**src/rtl/em_degauss_driver.sv**
```systemverilog
// em_degauss_driver: multi-channel electromagnet H-bridge controller with latched hold drive
// and a decaying alternating-polarity degauss release. Optional bridge dead-time: `define EM_DEADTIME_EN.
module em_degauss_driver #(
  parameter int NUM_CH       = 2,
  parameter int CNT_W        = 27,
  parameter int START_PERIOD = 1000000,
  parameter int STEP         = 100000,
  parameter int DEAD_CYC     = 4
) (
  input  logic                clk,
  input  logic                rst_n,
  input  logic [NUM_CH-1:0]   hold_req,
  input  logic [NUM_CH-1:0]   release_req,
  output logic [2*NUM_CH-1:0] coil,
  output logic [NUM_CH-1:0]   busy,
  output logic [NUM_CH-1:0]   done
);

  typedef enum logic [1:0] {
    ST_OFF     = 2'd0,
    ST_HOLD    = 2'd1,
    ST_DEGAUSS = 2'd2
  } state_e;

  localparam logic [1:0]       COIL_OFF    = 2'b00;
  localparam logic [1:0]       COIL_FWD    = 2'b01;
  localparam logic [1:0]       COIL_REV    = 2'b10;
  localparam logic [CNT_W-1:0] PERIOD_INIT = CNT_W'(START_PERIOD);
  localparam logic [CNT_W-1:0] PERIOD_STEP = CNT_W'(STEP);
  localparam logic [CNT_W-1:0] CNT_ONE     = CNT_W'(1);

  if (START_PERIOD < 1 || STEP < 1 || DEAD_CYC < 0) begin : g_param_check
    $error("em_degauss_driver: START_PERIOD and STEP must be >= 1, DEAD_CYC >= 0");
  end

  state_e              state_q  [NUM_CH];
  state_e              state_d  [NUM_CH];
  logic [CNT_W-1:0]    period_q [NUM_CH];
  logic [CNT_W-1:0]    period_d [NUM_CH];
  logic [CNT_W-1:0]    cnt_q    [NUM_CH];
  logic [CNT_W-1:0]    cnt_d    [NUM_CH];
  logic [NUM_CH-1:0]   rev_q, rev_d;
  logic [NUM_CH-1:0]   release_q, release_d;
  logic [NUM_CH-1:0]   busy_q, busy_d;
  logic [NUM_CH-1:0]   done_q, done_d;
  logic [2*NUM_CH-1:0] coil_q, coil_d;
  logic [NUM_CH-1:0]   rel_edge;
  logic                in_dead;

`ifdef EM_DEADTIME_EN
  localparam int DEAD_W = (DEAD_CYC > 1) ? $clog2(DEAD_CYC + 1) : 1;
  localparam logic [DEAD_W-1:0] DEAD_INIT = DEAD_W'(DEAD_CYC);
  localparam logic [DEAD_W-1:0] DEAD_ONE  = DEAD_W'(1);

  logic [DEAD_W-1:0] dead_q [NUM_CH];
  logic [DEAD_W-1:0] dead_d [NUM_CH];
`endif

  always_comb begin
    rel_edge  = release_req & ~release_q;
    release_d = release_req;
    coil_d    = coil_q;
    busy_d    = busy_q;
    done_d    = '0;
    rev_d     = rev_q;
    in_dead   = 1'b0;
    for (int unsigned c = 0; c < NUM_CH; c++) begin
      state_d[c]  = state_q[c];
      period_d[c] = period_q[c];
      cnt_d[c]    = cnt_q[c];
`ifdef EM_DEADTIME_EN
      dead_d[c]   = dead_q[c];
      in_dead     = (dead_q[c] != '0);
`else
      in_dead     = 1'b0;
`endif

      // hold_req overrides every state; a coincident release edge is simply dropped
      if (hold_req[c]) begin
        state_d[c]      = ST_HOLD;
        coil_d[2*c +: 2] = COIL_FWD;
        busy_d[c]       = 1'b0;
        cnt_d[c]        = '0;
        period_d[c]     = '0;
`ifdef EM_DEADTIME_EN
        dead_d[c]       = '0;
`endif
      end else begin
        unique case (state_q[c])
          ST_OFF, ST_HOLD: begin
            if (rel_edge[c]) begin
              state_d[c]       = ST_DEGAUSS;
              period_d[c]      = PERIOD_INIT;
              cnt_d[c]         = '0;
              rev_d[c]         = 1'b1;
              busy_d[c]        = 1'b1;
              coil_d[2*c +: 2] = COIL_REV;
`ifdef EM_DEADTIME_EN
              // bridge is already off when leaving OFF, so only HOLD needs the gap
              if (state_q[c] == ST_HOLD && DEAD_CYC > 0) begin
                coil_d[2*c +: 2] = COIL_OFF;
                dead_d[c]        = DEAD_INIT;
              end
`endif
            end
          end

          ST_DEGAUSS: begin
            if (in_dead) begin
`ifdef EM_DEADTIME_EN
              dead_d[c] = dead_q[c] - DEAD_ONE;
              if (dead_q[c] == DEAD_ONE) begin
                coil_d[2*c +: 2] = rev_q[c] ? COIL_REV : COIL_FWD;
              end
`endif
            end else if (cnt_q[c] == period_q[c] - CNT_ONE) begin
              // compare before subtracting so the period can never wrap or reach zero
              if (period_q[c] > PERIOD_STEP) begin
                rev_d[c]         = ~rev_q[c];
                period_d[c]      = period_q[c] - PERIOD_STEP;
                cnt_d[c]         = '0;
                coil_d[2*c +: 2] = rev_q[c] ? COIL_FWD : COIL_REV;
`ifdef EM_DEADTIME_EN
                if (DEAD_CYC > 0) begin
                  coil_d[2*c +: 2] = COIL_OFF;
                  dead_d[c]        = DEAD_INIT;
                end
`endif
              end else begin
                state_d[c]       = ST_OFF;
                coil_d[2*c +: 2] = COIL_OFF;
                busy_d[c]        = 1'b0;
                done_d[c]        = 1'b1;
                cnt_d[c]         = '0;
                period_d[c]      = '0;
              end
            end else begin
              cnt_d[c] = cnt_q[c] + CNT_ONE;
            end
          end

          default: begin
            state_d[c]       = ST_OFF;
            coil_d[2*c +: 2] = COIL_OFF;
            busy_d[c]        = 1'b0;
          end
        endcase
      end
    end
  end

  always_ff @(posedge clk or negedge rst_n) begin
    if (!rst_n) begin
      for (int unsigned c = 0; c < NUM_CH; c++) begin
        state_q[c]  <= ST_OFF;
        period_q[c] <= '0;
        cnt_q[c]    <= '0;
`ifdef EM_DEADTIME_EN
        dead_q[c]   <= '0;
`endif
      end
      rev_q     <= '0;
      release_q <= '1;
      busy_q    <= '0;
      done_q    <= '0;
      coil_q    <= '0;
    end else begin
      for (int unsigned c = 0; c < NUM_CH; c++) begin
        state_q[c]  <= state_d[c];
        period_q[c] <= period_d[c];
        cnt_q[c]    <= cnt_d[c];
`ifdef EM_DEADTIME_EN
        dead_q[c]   <= dead_d[c];
`endif
      end
      rev_q     <= rev_d;
      release_q <= release_d;
      busy_q    <= busy_d;
      done_q    <= done_d;
      coil_q    <= coil_d;
    end
  end

  assign coil = coil_q;
  assign busy = busy_q;
  assign done = done_q;

endmodule

```
**config.mk**
```make
export PLATFORM = sky130hd
export DESIGN_NAME = em_degauss_driver
export DESIGN_NICKNAME = d
export VERILOG_FILES = /design/src/rtl/em_degauss_driver.sv
export SDC_FILE = /design/constraint.sdc
export NUM_CORES = 1
export LEC_CHECK = 0
export ABC_AREA = 1
export CORE_MARGIN = 2
export CORE_UTILIZATION = 29
export DETAILED_ROUTE_END_ITERATION = 10
export GPL_TIMING_DRIVEN = 0
export PLACE_DENSITY_LB_ADDON = 0.15
export SLEW_MARGIN = 20
export SYNTH_ARGS = -nofsm -noshare
export SYNTH_HDL_FRONTEND = slang
export SYNTH_SLANG_ARGS = --single-unit
export TNS_END_PERCENT = 10
```
**constraint.sdc**
```tcl
create_clock -name clk -period 2.6 [get_ports clk]
set_clock_uncertainty 0.15 [all_clocks]
set_input_delay 0.39 -clock clk [delete_from_list [all_inputs] [get_ports clk]]
set_output_delay 0.39 -clock clk [all_outputs]
set_load 0.05 [all_outputs]
```
# After elaboration in Yosys (flattened, before gate mapping)
# Index checks and enable logic that the tools add are counted.
dict set report totals {
  ff_bits 124
  inputBits 6
  output_inout_bits 8
  wordCells 126
}
dict set report op_classes {
  n_addsub 6
  magnitude_cmp 2
  n_eq_ne 18
  muxes 62
  bitwise 6
  reduce_logical 18
}
# operator n
set ops {}
lappend ops {{two-way mux 27 bit} 14}
lappend ops {{one-hot mux 27 bit (2 select lines)} 4}
lappend ops {{adder 27 x 1 -> 27 bit (second input constant)} 2}
lappend ops {{equality test 27 bit} 2}
lappend ops {{> comparator 27 x 17 -> 1 bit (second input constant)} 2}
lappend ops {{subtractor 27 x 1 -> 27 bit (second input constant)} 2}
lappend ops {{subtractor 27 x 17 -> 27 bit (second input constant)} 2}
lappend ops {{two-way mux 2 bit} 16}
lappend ops {{two-way mux 1 bit} 20}
lappend ops {{!= test 3 bit (second input constant)} 6}
lappend ops {{one-hot mux 2 bit (2 select lines)} 4}
lappend ops {{!= test 2 bit (second input constant)} 6}
lappend ops {{AND reduction 3 bit} 4}
lappend ops {{AND reduction 5 bit} 2}
lappend ops {{one-hot mux 1 bit (2 select lines)} 4}
lappend ops {{AND reduction 2 bit} 4}
lappend ops {{nonzero test 3 bit} 2}
lappend ops {{equality test 2 x 1 -> 1 bit (second input constant)} 2}
lappend ops {{equality test 2 bit (second input constant)} 2}
lappend ops {{logical NOT 2 bit} 2}
lappend ops {{inverter 1 bit} 4}
lappend ops {{nonzero test 2 bit} 2}
lappend ops {{OR reduction 2 bit} 2}
lappend ops {{AND 2 bit} 1}
lappend ops {{inverter 2 bit} 1}

# Longest topological paths before layout
# Gate-level depths: netlist of the first run.
dict set report depth {
  ltp_word 5
  depth_mapped 18
  ltp_nobuf 17
}

# Least setup slack after synthesis of the first run
# OpenSTA, ideal clock, no wires.
dict set report synth_timing {
  path_type {register to register}
  from {reg period_q[32] (netlist bit)}
  to {reg cnt_q[37] (netlist bit)}
  setup_ns 0.124
  arrival_ns 2.011
  t_required_ns 2.326
  slack_ns 0.314
  path_stages_with_launch 19
  n_path_buf 1
  synth_period_minus_slack_ns 2.286
  cell_sequence {dfrtp_1 > inv_2 > ha_1 > nand2_2 > nor2_2 > nand2_1 > inv_2 > nand2_1 > nand2_1 > nand2_1 > inv_1 > nand3_1 > nor2_1 > nand2_2 > nand3_4 > nand2_4 > inv_6 > buf_12 > nor2_4}
}
dict set report synth_between {
  elab_chain_cells 5
}
# element line
set synth_rtl {}
lappend synth_rtl {{start: declaration} 38} ;# logic [CNT_W-1:0] period_q [NUM_CH];
lappend synth_rtl {{start signal: indexed assignment} 170} ;# period_q[c] <= period_d[c];
lappend synth_rtl {{subtractor 27 x 1 -> 27 bit} 116} ;# end else if (cnt_q[c] == period_q[c] - CNT_ONE) begin
lappend synth_rtl {{equality test 27 bit} 116}
lappend synth_rtl {{two-way mux 27 bit} 116}
lappend synth_rtl {{one-hot mux 27 bit (2 select lines)} 89} ;# unique case (state_q[c])
lappend synth_rtl {{two-way mux 27 bit} 79} ;# if (hold_req[c]) begin
lappend synth_rtl {{end signal: indexed assignment} 171} ;# cnt_q[c] <= cnt_d[c];
lappend synth_rtl {{end: declaration} 40} ;# logic [CNT_W-1:0] cnt_q [NUM_CH];
# Every way passes these cells.
# A chain may end at the register's enable or synchronous reset.

# Final worst setup path of the first run
dict set report layout_timing {
  from {reg period_q[8] (netlist bit)}
  to {reg cnt_q[22] (netlist bit)}
}
# Same word-level chain as after synthesis.

==> flow_summary.json, run 1 <==
{
  "viasPerCell": 4.770,
  "antenna_found_initial": 0,
  "multi_input_area_sq_um": 5677,
  "critPathCaptureType": "flip-flop",
  "wl_per_cell_um": 15.45,
  "cts-root-buf": "clkbuf_16",
  "routed.top_layer": "met4",
  "numCtsBuffers": 9,
  "die_area_sq_um": 32070,
  "cp-start-kind": "flip-flop",
  "die_w_um": 179.1,
  "ys_types": 45,
  "fin_area_sq_um": 10650,
  "clock-sinks": 112,
  "wl_met2_mm": 13.63,
  "ant_nets": 0,
  "setup_viol": 0,
  "hp-start": "hold_req[1]",
  "synthAdderAreaFrac": 0.005630,
  "synth-compound-area-share": 0.04349,
  "final-hold-violation-count": 0,
  "yosysWarnings": 0,
  "critPathRequiredTime_ns": 2.76,
  "yosysSeqAreaShare": 0.3156,
  "synthSimpleGateAreaFrac": 0.4400,
  "syn_inst": 1322,
  "reg2reg_depth": 18,
  "drcViolationCount": 0,
  "drv_cap": 0,
  "p_per_area_nw_per_um2": 564.6,
  "cts_tree": "done",
  "yosysTopAreaCell": "dfrtp_1",
  "drt-total-wl_mm": 27.48,
  "drt-pass1-iter-count": 5,
  "synth_edf_count": 0,
  "muxShareOfSynthArea": 0.001126,
  "num-fill-cells": 3316,
  "post_synth_xor_area_fraction": 0.09852,
  "hpwl_mm": 21.00,
  "synth_nets": 1332,
  "synth_seq_cells": 112,
  "slowest_stage": "dfrtp_1",
  "gp_congestion": 0.8807,
  "cts-htree-levels": 3,
  "placed_area_sq_um": 9524,
  "wl_met1_mm": 12.46,
  "grt_pass1_wl_mm": 44.73,
  "min_delay_path_depth": 4,
  "rsz0062_at_grt": "true",
  "rows": 64,
  "clock.fmax_mhz": 388.7,
  "reg2reg_slack_ns": 0.03,
  "grt_pass1_vias": 8437,
  "tightest_slew_ns": 0.6452,
  "cpPeakStageDelay_ns": 0.38,
  "drv_slew": 0,
  "r2r_end": "cnt_q[22]",
  "numPortBuffers": 11,
  "cts_max_path_buffers": 2,
  "routed-wl-met3_um": 704,
  "grt_max_degree": 75,
  "maxSlewHeadroom": 0.5698,
  "fin_setup_tns_ns": 0,
  "drt-initial-drc-count": 475,
  "synth.top_cells.by_count": "381 x nand2_1, 145 x nor2_1, 140 x nand3_1",
  "leakagePower_nw": 4.939,
  "syn_area_sq_um": 8890,
  "initial_core_util": 0.2929,
  "num_vias": 8485,
  "die_h_um": 179.1,
  "fin_nets": 1388,
  "path_clk_slew_ns": 0.08,
  "ios": 14,
  "yosysMostFrequentCell": "nand2_1",
  "synth.avg_cell_area_sq_um": 6.724,
  "min_period_ns": 2.573,
  "hold_path.class": "in -> reg",
  "overflow": 0,
  "worstPathArrival_ns": 2.74,
  "critical_path_class": "reg -> reg",
  "area_growth_pct": 19.77,
  "synth_top_area_share": 0.3096,
  "vdd_drop_max_uv": 347.2,
  "async_flop_share": 1.000,
  "num_antenna_cells": 0,
  "insertion_delay_ns": 0.39,
  "regArea_sq_um": 2823,
  "core_sq_um": 30350,
  "reg2reg_from": "period_q[8]",
  "drive_gt1_frac": 0.1772,
  "post-route-period-util": 0.9896,
  "crit_path_max_fanout": 7,
  "crit_path_frequent_cell": "nand2_1",
  "ys_top_cells_by_area": "dfrtp_1 31%, nand2_1 16%, nand3_1 7.9%",
  "ys.flop_type": "dfrtp_1",
  "synth_top_family_by_area": "simple AND/OR/NAND/NOR gates",
  "cp_cell_sequence": "buf_6, nor2_4, nand2_4, nor2_4, buf_4, nand2_1, nand2_1, nand2_1, nand2_1, inv_1, nand2_1, nor2_2, nand3_4, nand3_4, nand2_8, clkinv_8, clkbuf_16, nor2_1",
  "hold_end": "period_q[13]",
  "status": "complete, no violations",
  "grt_util_all_layers": 0.1807
}
-- timing repair --
| action | in CTS | in global routing |
|---|---|---|
| setup endpoints to repair | 104 | 103 |
| cloned | 0 | 2 |
| endpoints found under the hold margin | 38 | 0 |
| gates resized for setup | 36 | 115 |
| hold buffers | 1 | 0 |
| pin swaps | 5 | 39 |
| setup buffers | 12 | 19 |
-- how the worst max path moves through the flow --
stage,from,to,depth (start not counted)
floorplan,period_q[32],cnt_q[37],18
finish,period_q[8],cnt_q[22],18
detailed placement,release_req[0],period_q[51],9
CTS,period_q[17],period_q[12],16
global route,period_q[34],period_q[47],14
global placement,rst_n,coil[1],1
-- placed cells by master (no fill, tap or decap), types with 10 or more instances in the layout --
master,n
o21ai_0,31
clkdlybuf4s50_1,10
nor2_2,27
dfrtp_2,14
nand2_1,351
inv_1,128
dfrtp_1,96
clkbuf_1,16
nor4_1,12
nand3_2,11
nand3_1,129
nand2_2,31
a21oi_1,18
buf_6,11
nor2_1,124
inv_2,12
nor2_4,39
nand3b_1,17
nand4_1,40
xor2_1,62
nor3_1,40
xnor2_1,35
clkbuf_16,11
buf_4,35
-- per-layer routing --
metal / GRT usage / vias up
met1: 0.2259 / 3995
met4: 0.06470 / 0
met5: 0 / -
met3: 0.02460 / 39
li1: - / 4343
met2: 0.3160 / 108
-- kinds of logic after synthesis --
group | count (synthesis)
AOI/OAI and AO/OA | 69
xor gates and xnor gates | 100
buffers and inverters | 190
DFF | 112
adders and majority gates | 4
and+or+nand+nor | 846
muxes | 1
-- where the power goes --
part	total, mW	switching (mW)	internal (mW)
clock	1.49	0.728	0.758
combinational	2.54	1.62	0.925
sequential	1.98	0.130	1.85
-- registers in the layout, indices dropped and copies added, names as in the netlist --
signal	flops
rev_q	2
state_q	4
coil	4
period_q	44
release_q	2
done	2
cnt_q	54
-- worst max-delay path, delay by kind of cell, from the launching register on --
family	cells	cell delay, ns
buffers and inverters	5	0.60
flip-flops	1	0.38
AND/OR/NAND/NOR	13	1.33
-- area by class of cell --
type	count	area share
Buffer	45	0.03196
Sequential cell	112	0.2651
Timing Repair Buffer	46	0.04242
Clock buffer	11	0.02186
Tap cell	396	0.04653
Inverter	144	0.05300
Multi-Input combinational cell	1020	0.5331
Clock inverter	5	0.005993
-- per-stage QoR --
| stage | worst slack [ns] | hold slack, ns | std cells | utilization | total power [mW] |
|---|---|---|---|---|---|
| floorplan | 0.3144 | -0.05559 | 1322 | - | 3.540 |
| global placement | -3.873 | 0.3142 | 1729 | 0.3129 | 4.096 |
| detailed placement | -0.8249 | 0.1879 | 1730 | 0.3138 | 4.111 |
| CTS | -0.005713 | 0.2396 | 1759 | 0.3315 | 5.747 |
| global route | -0.1047 | 0.2740 | 1779 | 0.3508 | 6.439 |
| finish | 0.02713 | 0.2548 | 1779 | 0.3508 | 6.012 |
No activity file was read; power rests on OpenSTA's default activity.
==> run 2, diff against run 1 <==
--- a/config.mk
+++ b/config.mk
@@ -9,6 +9,7 @@
 export CORE_MARGIN = 2
 export CORE_UTILIZATION = 29
 export DETAILED_ROUTE_END_ITERATION = 10
+export GPL_ROUTABILITY_DRIVEN = 0
 export GPL_TIMING_DRIVEN = 0
 export PLACE_DENSITY_LB_ADDON = 0.15
 export SLEW_MARGIN = 20
==> run 2 against run 1 <==
  * Sequential power about the same
  * Worst setup slack better by 0.019 ns
  * Register-to-register slack better by 0.02 ns
  * Via count fell by 0.22%
  * Utilization about the same
  * Worst hold slack improved by 0.025 ns
  * Critical path depth stayed put
  * Flip-flop and latch count stayed put
  * Combinational power about the same
  * Clock power about the same
  * Die area unchanged
  * Critical path type unchanged
  * Largest cell class unchanged
  * Highest routed layer unchanged
==> flow_summary.json, run 2 (synthesized netlist as in run 1, its figures left out) <==
{
  "area_growth_pct": 19.89,
  "status": "complete, no violations",
  "p_int_mw": 3.549,
  "switchingPower_mw": 2.448,
  "cts-htree-levels": 3,
  "final_cell_mix": "363 x nand2_1, 135 x nand3_1, 127 x inv_1, 111 x nor2_1, 96 x dfrtp_1",
  "cts_tree": "done",
  "drv_slew": 0,
  "critPathRequiredTime_ns": 2.71,
  "reg_top3": "cnt_q x54, period_q x44",
  "top_register": "cnt_q",
  "p_seq_frac": 0.331,
  "die_h_um": 179.1,
  "drv_cap": 0,
  "insertion_delay_ns": 0.38,
  "core_sq_um": 30350,
  "num_vias": 8466,
  "hold_path.class": "in -> reg",
  "drcViolationCount": 0,
  "layout_setup_ws_ns": 0.04601,
  "path_clk_slew_ns": 0.08,
  "power_frac_comb": 0.422,
  "final-hold-violation-count": 0,
  "clock.fmax_mhz": 391.5,
  "numPortBuffers": 11,
  "die_area_sq_um": 32070,
  "rsz0062_at_grt": "true",
  "drt-initial-drc-count": 515,
  "final_common_cell": "nand2_1",
  "die_w_um": 179.1,
  "min_period_ns": 2.554,
  "viasPerCell": 4.756,
  "p_per_area_nw_per_um2": 562.7,
  "cts-root-buf": "clkbuf_16",
  "setup_viol": 0,
  "vdd_drop_max_uv": 321.9,
  "critical_path_class": "reg -> reg",
  "numCtsBuffers": 9,
  "grt_pass1_vias": 8232,
  "num_antenna_cells": 0,
  "tightest_slew_ns": 0.6915,
  "maxSlewHeadroom": 0.5390,
  "ios": 14,
  "leakagePower_nw": 4.893,
  "grt_util_all_layers": 0.1772,
  "worstPathArrival_ns": 2.67,
  "initial_core_util": 0.2929,
  "drt-total-wl_mm": 27.35,
  "clkPwrFrac": 0.247,
  "clock-sinks": 112,
  "antenna_found_initial": 0,
  "rows": 64,
  "critPathCaptureType": "flip-flop",
  "drive_gt1_frac": 0.1799,
  "drt-pass1-iter-count": 5,
  "grt_max_degree": 77,
  "post-route-util": 0.3512,
  "post-route-period-util": 0.9823,
  "cp-start-kind": "flip-flop",
  "p_sw_frac": 0.4083,
  "largest_register_ffs": 54,
  "cts_max_path_buffers": 2,
  "crit_path_max_fanout": 6,
  "hpwl_mm": 20.88,
  "fin_nets": 1389,
  "wl_per_cell_um": 15.37,
  "grt_pass1_wl_mm": 44.15,
  "overflow": 0,
  "place_worst_setup_slack_ns": -0.7852,
  "ant_nets": 0
}
==> run 2: power groups by stage <==
stage               registers, mW  logic [mW]  clock network [mW]
detailed placement           1.99        2.10                   0
global route                 2.00        2.81                1.62
CTS                          1.96        2.19                1.56
global placement             2.00        2.09                   0
floorplan                    2.00        1.54                   0
finish                       1.99        2.53                1.48
==> run 2: final cells by class <==
cell class                 count  area, sq um
multi-input combinational   1020         5640
tap                          396        495.5
clock buffer                  11        242.7
clock inverter                 5        56.30
fill                        3285        19690
sequential                   112         2823
inverter                     144        570.5
buffer                        44        327.8
timing repair buffer          48        501.7
==> run 2: stage by stage <==
stage,total power [mW],TNS (ns),hold WS (ns),area [sq um],std cells
final,5.997,0,0.2793,10660,1780
after floorplan,3.540,0,-0.05559,8890,1322
after detailed placement,4.099,-39.22,0.1466,9528,1730
after global routing,6.435,-4.334,0.2879,10660,1780
after CTS,5.710,-0.6767,0.2569,10010,1756
after global placement,4.088,-478.36,0.3100,9495,1729
==> run 2: worst max-delay path, cell delays in order (launching register included) <==
cell and delay, ns:
dfrtp_1 0.42, inv_2 0.11, ha_4 0.17, nand2_2 0.10, nor2_4 0.13, nand2_1 0.11, inv_2 0.09, nand2_1 0.07
nand2_2 0.09, nand2_1 0.06, inv_1 0.05, nand3_1 0.07, nor2_2 0.12, nand2_2 0.11, nand3_4 0.14, nand2_8 0.13
clkinv_8 0.11, clkbuf_16 0.16, nor2_4 0.03
==> run 2: what timing repair did <==
action / in CTS / in global routing
pin swaps: 4 / 36
gates cloned: 0 / 4
setup endpoints to repair: 102 / 105
setup buffers: 9 / 22
hold buffers: 1 / 0
endpoints found under the hold margin: 36 / 0
gates resized for setup: 28 / 120
==> run 2: layer usage <==
layer,vias up,global-route usage,routed length (um)
met1,4002,0.2319,12940
li1,4326,-,-
met4,0,0.05386,571
met3,31,0.02587,724
met5,-,0,0
met2,107,0.3006,13120
==> run 2: worst paths after layout <==
path                               from            to  slack [ns]  cells after the start
setup / recovery           period_q[33]     cnt_q[36]        0.05                     18
hold / removal              hold_req[1]  period_q[13]        0.28                      4
setup reg to reg           period_q[33]     cnt_q[36]        0.05                     18
hold reg to reg                 coil[1]       coil[1]        0.33                      2
max in group asynchronous         rst_n  release_q[0]        1.26                      3
min in group asynchronous         rst_n     cnt_q[34]        0.32                      2
